===== src/rtl/debug_pkg.sv =====
// Shared types and constants for the debug-word framing path.
package debug_pkg;

   localparam int          DBG_WORD_W    = 32;
   localparam logic [7:0]  DBG_SYNC_BYTE = 8'hA5;

   typedef enum logic [1:0] {IDLE, SYNC, PAYLOAD, CSUM} dbg_tx_state_e;

endpackage


===== src/rtl/debug_trig_gen.sv =====
// Periodic auto-trigger timer merged with the external capture request.
// Produces a single combined trigger pulse; coincident sources collapse into one.
module debug_trig_gen #(
   parameter int PERIOD = 0
) (
   input  logic clk,
   input  logic rst,
   input  logic trig_i,
   output logic trig_o
);

   logic tick;

   generate
      if (PERIOD > 0) begin : g_timer
         localparam int            TW   = $clog2(PERIOD + 1);
         localparam logic [TW-1:0] LAST = TW'(PERIOD - 1);

         logic [TW-1:0] cnt_q;

         always_ff @(posedge clk) begin
            if (rst)
               cnt_q <= '0;
            else if (cnt_q == LAST)
               cnt_q <= '0;
            else
               cnt_q <= cnt_q + TW'(1);
         end

         assign tick = (cnt_q == LAST);
      end else begin : g_no_timer
         assign tick = 1'b0;
      end
   endgenerate

   assign trig_o = trig_i | tick;

endmodule


===== src/rtl/debug_frame_tx.sv =====
// Snapshots the debug words on a trigger and streams them as
// sync byte, payload (word 0 first, MSB first), XOR checksum over valid/ready.
module debug_frame_tx
   import debug_pkg::*;
#(
   parameter int         NUM_WORDS = 3,
   parameter int         PERIOD    = 0,
   parameter logic [7:0] SYNC_BYTE = DBG_SYNC_BYTE
) (
   input  logic                                  clk,
   input  logic                                  rst,
   input  logic [NUM_WORDS-1:0][DBG_WORD_W-1:0]  dbg_words_i,
   input  logic                                  trig_i,
   output logic [7:0]                            tx_data_o,
   output logic                                  tx_vld_o,
   input  logic                                  tx_rdy_i,
   output logic                                  busy_o,
   output logic [15:0]                           frame_cnt_o,
   output logic [15:0]                           drop_cnt_o
);

   localparam int            NB   = 4 * NUM_WORDS;
   localparam int            IW   = $clog2(NB);
   localparam logic [IW-1:0] LAST = IW'(NB - 1);

   dbg_tx_state_e       state_q;
   logic [NB-1:0][7:0]  snap_q, snap_d;
   logic [IW-1:0]       idx_q, idx_d;
   logic [7:0]          csum_q;
   logic [7:0]          tx_data_q;
   logic                tx_vld_q;
   logic                busy_q;
   logic [15:0]         frame_cnt_q;
   logic [15:0]         drop_cnt_q;
   logic                trig;
   logic                hs;

   debug_trig_gen #(.PERIOD(PERIOD)) u_trig_gen (
      .clk    (clk),
      .rst    (rst),
      .trig_i (trig_i),
      .trig_o (trig)
   );

   // Snapshot stored in transmit order, so byte k of the payload is simply snap_q[k].
   always_comb begin
      snap_d = '0;
      for (int w = 0; w < NUM_WORDS; w++) begin
         for (int b = 0; b < 4; b++) begin
            snap_d[4*w + b] = dbg_words_i[w][8*(3-b) +: 8];
         end
      end
   end

   assign idx_d = idx_q + IW'(1);
   assign hs    = tx_vld_q & tx_rdy_i;

   always_ff @(posedge clk) begin
      if (rst) begin
         state_q     <= IDLE;
         snap_q      <= '0;
         idx_q       <= '0;
         csum_q      <= '0;
         tx_data_q   <= '0;
         tx_vld_q    <= 1'b0;
         busy_q      <= 1'b0;
         frame_cnt_q <= '0;
         drop_cnt_q  <= '0;
      end else begin
         if (trig && (state_q != IDLE) && (drop_cnt_q != 16'hFFFF))
            drop_cnt_q <= drop_cnt_q + 16'd1;

         case (state_q)
            IDLE: begin
               if (trig) begin
                  snap_q    <= snap_d;
                  idx_q     <= '0;
                  csum_q    <= '0;
                  tx_data_q <= SYNC_BYTE;
                  tx_vld_q  <= 1'b1;
                  busy_q    <= 1'b1;
                  state_q   <= SYNC;
               end
            end
            SYNC: begin
               if (hs) begin
                  tx_data_q <= snap_q[0];
                  state_q   <= PAYLOAD;
               end
            end
            PAYLOAD: begin
               if (hs) begin
                  csum_q <= csum_q ^ tx_data_q;
                  if (idx_q == LAST) begin
                     tx_data_q <= csum_q ^ tx_data_q;
                     state_q   <= CSUM;
                  end else begin
                     idx_q     <= idx_d;
                     tx_data_q <= snap_q[idx_d];
                  end
               end
            end
            CSUM: begin
               if (hs) begin
                  tx_data_q   <= '0;
                  tx_vld_q    <= 1'b0;
                  busy_q      <= 1'b0;
                  frame_cnt_q <= frame_cnt_q + 16'd1;
                  state_q     <= IDLE;
               end
            end
            default: state_q <= IDLE;
         endcase
      end
   end

   assign tx_data_o   = tx_data_q;
   assign tx_vld_o    = tx_vld_q;
   assign busy_o      = busy_q;
   assign frame_cnt_o = frame_cnt_q;
   assign drop_cnt_o  = drop_cnt_q;

endmodule


===== config.mk =====
export PLATFORM = sky130hd
export DESIGN_NAME = debug_frame_tx
export DESIGN_NICKNAME = d
export VERILOG_FILES = /design/src/rtl/debug_pkg.sv /design/src/rtl/debug_trig_gen.sv /design/src/rtl/debug_frame_tx.sv
export SDC_FILE = /design/constraint.sdc
export NUM_CORES = 1
export LEC_CHECK = 0
export BUFFER_PORTS_ARGS = -buffer_cell sky130_fd_sc_hd__buf_2
export CORE_ASPECT_RATIO = 0.5
export CORE_MARGIN = 2
export CORE_UTILIZATION = 55
export CTS_CLUSTER_DIAMETER = 150
export CTS_CLUSTER_SIZE = 25
export DETAILED_ROUTE_END_ITERATION = 12
export GPL_ROUTABILITY_DRIVEN = 0
export PLACE_DENSITY = 0.8
export SYNTH_ARGS = -nofsm -noshare
export SYNTH_HDL_FRONTEND = slang
export SYNTH_SLANG_ARGS = --single-unit

===== constraint.sdc =====
create_clock -name clk -period 2.9 [get_ports clk]
set_input_delay 0.145 -clock clk [delete_from_list [all_inputs] [get_ports clk]]
set_output_delay 0.145 -clock clk [all_outputs]
set_load 0.01 [all_outputs]

==> run summary, run 1 <==
Outcome: finished, final reports clean
Yosys cell types: 49
CP Launch Type: flip-flop
Sequential fraction of the synthesis area: 44.32%
Clock buffer depth: 2
Antenna violations before repair: 0
PortBufs: 141
Routed vias: 7093
Worst slew margin: 44.24%
Peak VDD IR: 0.4967 mV
Post-Synth Adder-Cell Area: 1.468%
Tightest Pin Transition: 0.8364 ns
Simple-Gate Fraction of Synth Area: 22.75%
First-pass GRT wire length: 33430 um
Synth Flop Type: dfxtp_1
Io pins: 142
Largest family of logic cells by synthesized area: simple AND/OR/NAND/NOR gates
P&R area growth vs syn: 34.58%
CP arrival: 2.74 ns
Yosys top cell by area: dfxtp_1
Leak Pwr: 0.003708 uW
Max-Cap Viols: 0
Async S/R FF share, synth: 0%
Die Y: 82.74 um
Yosys warning count: 0
Die Width: 161.5 um
Post-route DRC: 0
Post-Synth XOR/XNOR Area: 3.853%
Setup TNS: 0 ns
Ratio of cells with drive above 1 in the final layout: 21.43%
Final min period: 2.450 ns
Total power: 7259 uW
Clk_lat worst skew: 0.43 ns
Cell Area, Synth: 0.006820 sq mm
Diode count: 0
Commonest non-fill, non-tap cell in the layout: nand2_1
Fin. Hold Viols: 0
Synthesized flop and latch total: 151
Commonest cells after routing, fill and taps aside: nand2_1, dfxtp_1, buf_2
Post-DRT Antenna Nets: 0
Grt ovf: 0
Kind of critical path: reg -> reg
Fmax: 408.2 MHz
Post-synthesis compound-gate area fraction: 14.77%
# rows: 28
Synth top area cells: dfxtp_1, nand2_1, a21oi_1
Wirelength per Cell: 17.65 um
Final setup fails: 0
Clock-pin slew on the worst setup and hold paths: 0.06 ns
Post-synth top area share: 44.32%
Crit path capture type: flip-flop
Hold WC Path Type: in -> reg
DRT iter0 DRCs: 726
Mux cell area share after synthesis: 9.191%
Total wire length: 21190 um
Total track usage: 32.31%
Root Buffer: clkbuf_16
Synth Instances: 816
Worst reg2reg path depth: 8
Post-synth EDFFs: 0
CTS sink cnt: 151
Cts bufs inserted: 17
Post-DP HPWL: 12470 um
Layout Nets: 1131
CTS tree: yes
Hold Path Depth: 3
Largest net degree at the start of global routing: 78
Number of global-route vias before repair: 6642
Htree depth: 4
DIE AREA: 0.01336 sq mm
RSZ-0062 raised after global routing: false
First drt pass iteration count: 5
Final Max Tran Viols: 0
Clock Skews: 0.01444 ns
Max FO, Critical Path: 11
Power Dens Cells: 790.8 mW/mm^2
Core area: 0.01195 sq mm
Post-cts resize count: 0
Critical Path RT: 3.19 ns
Starting Density: 57.09%
Vias per cell: 5.906
Final period util: 84.48%
Syn_nets: 924
Mean Syn Cell Area: 8.358 sq um
## final timing paths
kind / from / to / slack (ns)
hold / removal: dbg_words_i[68] / snap_q[92] / 0.005
setup reg to reg: state_q[1] / tx_data_o[1] / 0.45
setup / recovery: state_q[1] / tx_data_o[1] / 0.45
hold reg to reg: snap_q[28] / snap_q[28] / 0.46
## sequential cells by signal, summed over array words and instances, names as in the netlist
signal / cells
snap_q: 96
drop_cnt_o: 16
frame_cnt_o: 16
csum_q: 8
tx_data_o: 8
idx_q: 4
state_q: 2
busy_o: 1
## power by group
| group | internal [uW] | leakage [uW] | switching [uW] | total [uW] |
|---|---|---|---|---|
| combinational | 891 | 0.00218 | 1320 | 2210 |
| sequential | 2410 | 0.00123 | 293 | 2700 |
| clock | 1380 | 0.000292 | 967 | 2350 |
| total | 4680 | 0.00371 | 2580 | 7260 |
## synth_stat cells, types with 5 or more instances
library cell / number
dfxtp_1: 151
inv_1: 5
nand2_1: 228
o21ai_1: 6
o211ai_1: 5
a221oi_1: 6
xnor2_1: 7
a21oi_1: 108
nor2b_1: 5
mux2_2: 7
mux4_2: 23
nand2b_1: 15
buf_1: 8
and2_1: 6
o21ai_0: 16
a211oi_1: 6
a311oi_1: 5
nand3_1: 13
ha_1: 8
xor2_1: 23
nor2_1: 54
nand4_1: 8
clkbuf_1: 40
buf_2: 7
and3_1: 11
a22oi_1: 8
## per-stage QoR
step | hold WS, ns | util [%] | worst slack (ns) | std cells | area (sq um)
2_1_floorplan | 0.2810 | - | 0.8729 | 816 | 6820
3_3_place_gp | 0.3857 | 63.88 | 0.6885 | 1076 | 7631
3_5_place_dp | 0.3904 | 63.88 | 0.5758 | 1076 | 7631
4_1_cts | 0.001589 | 76.75 | 0.5573 | 1200 | 9169
5_1_grt | 0.005557 | 76.83 | 0.3518 | 1201 | 9179
6_report | 0.005307 | 76.83 | 0.4501 | 1201 | 9179
## worst max-delay path: stages, from the launching register on
cell and delay, ns:
dfxtp_1 0.37, inv_1 0.10, ha_1 0.31, or3_1 0.43, a21oi_2 0.35, buf_4 0.24
o21ai_0 0.10, a221oi_1 0.30, a211oi_1 0.12
## metal layers
| metal | part of all wire (%) | global-route usage (%) |
|---|---|---|
| met1 | 40 | 40.35 |
| met2 | 46 | 53.97 |
| met3 | 9.3 | 8.342 |
| met4 | 4.6 | 14.46 |
| met5 | 0 | 0 |
## area by class of cell
class / instances / area (sq um)
multi-input combinational: 603 / 3553
sequential: 151 / 3024
fill: 778 / 2768
timing repair buffer: 245 / 1759
clock buffer: 18 / 429.2
tap: 165 / 206.4
clock inverter: 14 / 187.7
inverter: 5 / 18.77
## timing repair
action	CTS	global route
hold buffers	92	1
buffers inserted	0	0
hold endpoints to repair	92	1
## logic make-up (layout without fill, tap and decap cells)
group	after synthesis	after routing
compound gates	174	174
mux	33	33
xor+xnor	30	30
fa+ha+maj	8	8
flops	151	151
buf+inv	62	282
simple gates	358	358
(Power assumes the default switching activity.)
==> inputs of run 2 (changes only) <==
--- a/config.mk
+++ b/config.mk
@@ -8,12 +8,12 @@
 export BUFFER_PORTS_ARGS = -buffer_cell sky130_fd_sc_hd__buf_2
 export CORE_ASPECT_RATIO = 0.5
 export CORE_MARGIN = 2
-export CORE_UTILIZATION = 55
+export CORE_UTILIZATION = 49
 export CTS_CLUSTER_DIAMETER = 150
 export CTS_CLUSTER_SIZE = 25
 export DETAILED_ROUTE_END_ITERATION = 12
 export GPL_ROUTABILITY_DRIVEN = 0
-export PLACE_DENSITY = 0.8
+export PLACE_DENSITY = 0.76
 export SYNTH_ARGS = -nofsm -noshare
 export SYNTH_HDL_FRONTEND = slang
 export SYNTH_SLANG_ARGS = --single-unit
==> constraint.sdc (replaced) <==
create_clock -name clk -period 2.2 [get_ports clk]
set_input_delay 0.11 -clock clk [delete_from_list [all_inputs] [get_ports clk]]
set_output_delay 0.11 -clock clk [all_outputs]
set_load 0.01 [all_outputs]
==> run summary, run 2 (same netlist as run 1, synthesis figures left out) <==
Clock Skews: 0.009106 ns (was 0.01444 ns)
CTS tree: yes (unchanged)
Io pins: 142 (unchanged)
Kind of critical path: reg -> reg (unchanged)
Final setup fails: 0 (unchanged)
Number of global-route vias before repair: 6489 (was 6642)
Setup TNS: 0 ns (unchanged)
First drt pass iteration count: 5 (unchanged)
Post-CTS Setup Bufs: 0 (unchanged)
Clock-pin slew on the worst setup and hold paths: 0.07 ns (was 0.06 ns)
# rows: 30 (was 28)
Total power: 9742 uW (was 7259 uW)
Commonest cells after routing, fill and taps aside: nand2_1, dfxtp_1, buf_2 (unchanged)
Max-Cap Viols: 0 (unchanged)
Pre-CTS WS: 0.1154 ns (was 0.5758 ns)
Ratio of cells with drive above 1 in the final layout: 22.35% (was 21.43%)
Power Dens Cells: 1038 mW/mm^2 (was 790.8 mW/mm^2)
Crit path capture type: flip-flop (unchanged)
Final Worst Setup Slack: 0.1049 ns (was 0.4501 ns)
Fmax: 477.3 MHz (was 408.2 MHz)
Post-DRT Antenna Nets: 0 (unchanged)
DIE AREA: 0.01494 sq mm (was 0.01336 sq mm)
Critical Path RT: 2.52 ns (was 3.19 ns)
Antenna violations before repair: 0 (unchanged)
Tightest Pin Transition: 0.6077 ns (was 0.8364 ns)
Die Width: 170.8 um (was 161.5 um)
Max FO, Critical Path: 8 (was 11)
Fin. Hold Viols: 0 (unchanged)
Htree depth: 4 (unchanged)
Peak VDD IR: 0.6125 mV (was 0.4967 mV)
CTS sink cnt: 151 (unchanged)
Hold WC Path Type: in -> reg (unchanged)
Worst min-delay path startpoint: tx_rdy_i (was dbg_words_i[68])
Hold Crit Endpoint: busy_o (was snap_q[92])
Diode count: 0 (unchanged)
Root Buffer: clkbuf_16 (unchanged)
Largest net degree at the start of global routing: 62 (was 78)
Max FFs per register: 96 (unchanged)
Crit-path slowest cell: dfxtp_1 (was or3_1)
CP peak stage delay: 0.42 ns (was 0.43 ns)
Core area: 0.01359 sq mm (was 0.01195 sq mm)
CP Launch Type: flip-flop (unchanged)
Wirelength per Cell: 16.42 um (was 17.65 um)
R2R Path Start: idx_q[1] (was state_q[1])
Top delay family on crit path: compound AO/OA/AOI/OAI gates (unchanged)
Flop-to-flop setup slack: 0.10 ns (was 0.45 ns)
Hold Path Depth: 4 (was 3)
Worst reg2reg path depth: 6 (was 8)
Cts bufs inserted: 17 (unchanged)
Post-route DRC: 0 (unchanged)
Outcome: finished, final reports clean (unchanged)
RSZ-0062 raised after global routing: false (unchanged)
P&R area growth vs syn: 37.64% (was 34.58%)
Worst slew margin: 59.48% (was 44.24%)
Post-DP HPWL: 12220 um (was 12470 um)
Most flops, register: snap_q (unchanged)
Total track usage: 27.46% (was 32.31%)
Fin Hold WS: 0.03668 ns (was 0.005307 ns)
R2R Path End: tx_data_o[4] (was tx_data_o[1])
Starting Density: 50.19% (was 57.09%)
Final Max Tran Viols: 0 (unchanged)
Grt ovf: 0 (unchanged)
Clk_lat worst skew: 0.42 ns (was 0.43 ns)
Crit path buf inv count: 0 (was 2)
Final period util: 95.23% (was 84.48%)
Layout Nets: 1142 (was 1131)
Vias per cell: 5.470 (was 5.906)
Crit-path cells: ha_1, nor2b_1, nand3_1, o21ai_0, a221oi_2, a211oi_1 (was inv_1, ha_1, or3_1, a21oi_2, buf_4, o21ai_0, a221oi_1, a211oi_1)
DRT iter0 DRCs: 775 (was 726)
Final min period: 2.095 ns (was 2.450 ns)
Fillers: 1018 (was 778)
PortBufs: 141 (unchanged)
Routed vias: 6777 (was 7093)
CP arrival: 2.41 ns (was 2.74 ns)
Die Y: 87.43 um (was 82.74 um)
Clock buffer depth: 2 (unchanged)
Commonest non-fill, non-tap cell in the layout: nand2_1 (unchanged)
Total wire length: 20350 um (was 21190 um)
Leak Pwr: 0.003812 uW (was 0.003708 uW)
First-pass GRT wire length: 32030 um (was 33430 um)
run 2: worst max-delay path by stage:
| stage | start | endpoint | slack (ns) | cells after the start |
|---|---|---|---|---|
| after global placement | state_q[0] | drop_cnt_o[12] | 0.21 | 6 |
| after floorplan | state_q[0] | tx_data_o[7] | 0.17 | 8 |
| after global routing | idx_q[1] | tx_data_o[4] | 0.0004 | 6 |
| final | idx_q[1] | tx_data_o[4] | 0.10 | 6 |
| after CTS | state_q[0] | tx_data_o[3] | 0.07 | 8 |
| after detailed placement | state_q[0] | tx_data_o[3] | 0.12 | 8 |
run 2: power by group:
part           switching (uW)  internal [uW]
registers                 320           3170
logic                    1790           1360
clock network            1230           1870
run 2: tightest hold or removal path, cell delays in order:
cell and delay (ns):
buf_2 0.13, nand2_1 0.06, nand2_1 0.06, a21oi_1 0.06
run 2: metal layers:
metal / track usage (%) / vias to the layer above / part of all wire, % / wire, um
li1: - / 3249 / - / -
met1: 33.91 / 3191 / 42 / 8508
met2: 47.00 / 285 / 48 / 9843
met3: 5.816 / 52 / 7.2 / 1467
met4: 12.10 / 0 / 2.6 / 529
met5: 0 / - / 0 / 0
run 2: layout make-up:
type / count / area, sq um / share of cell area [%]
repair buffers: 256 / 1899 / 20.23
inverters: 5 / 18.77 / 0.1999
multi-input cells: 603 / 3582 / 38.16
clock inverters: 12 / 165.2 / 1.759
well taps: 192 / 240.2 / 2.559
flip-flops and latches: 151 / 3025 / 32.23
clock buffers: 20 / 456.7 / 4.865
run 2: through the flow:
step                      util (%)  cell area [sq um]  std cells
after floorplan                  -               6820        816
after global placement       57.22               7775       1111
after detailed placement     57.22               7775       1111
after CTS                    68.87               9358       1239
after global routing         69.09               9388       1239
final                        69.09               9388       1239
run 2: repair_timing:
item,CTS,global route
endpoints found under the hold margin,96,0
hold buffers,96,0
gates resized for setup,0,8
endpoints found under the setup margin,0,10
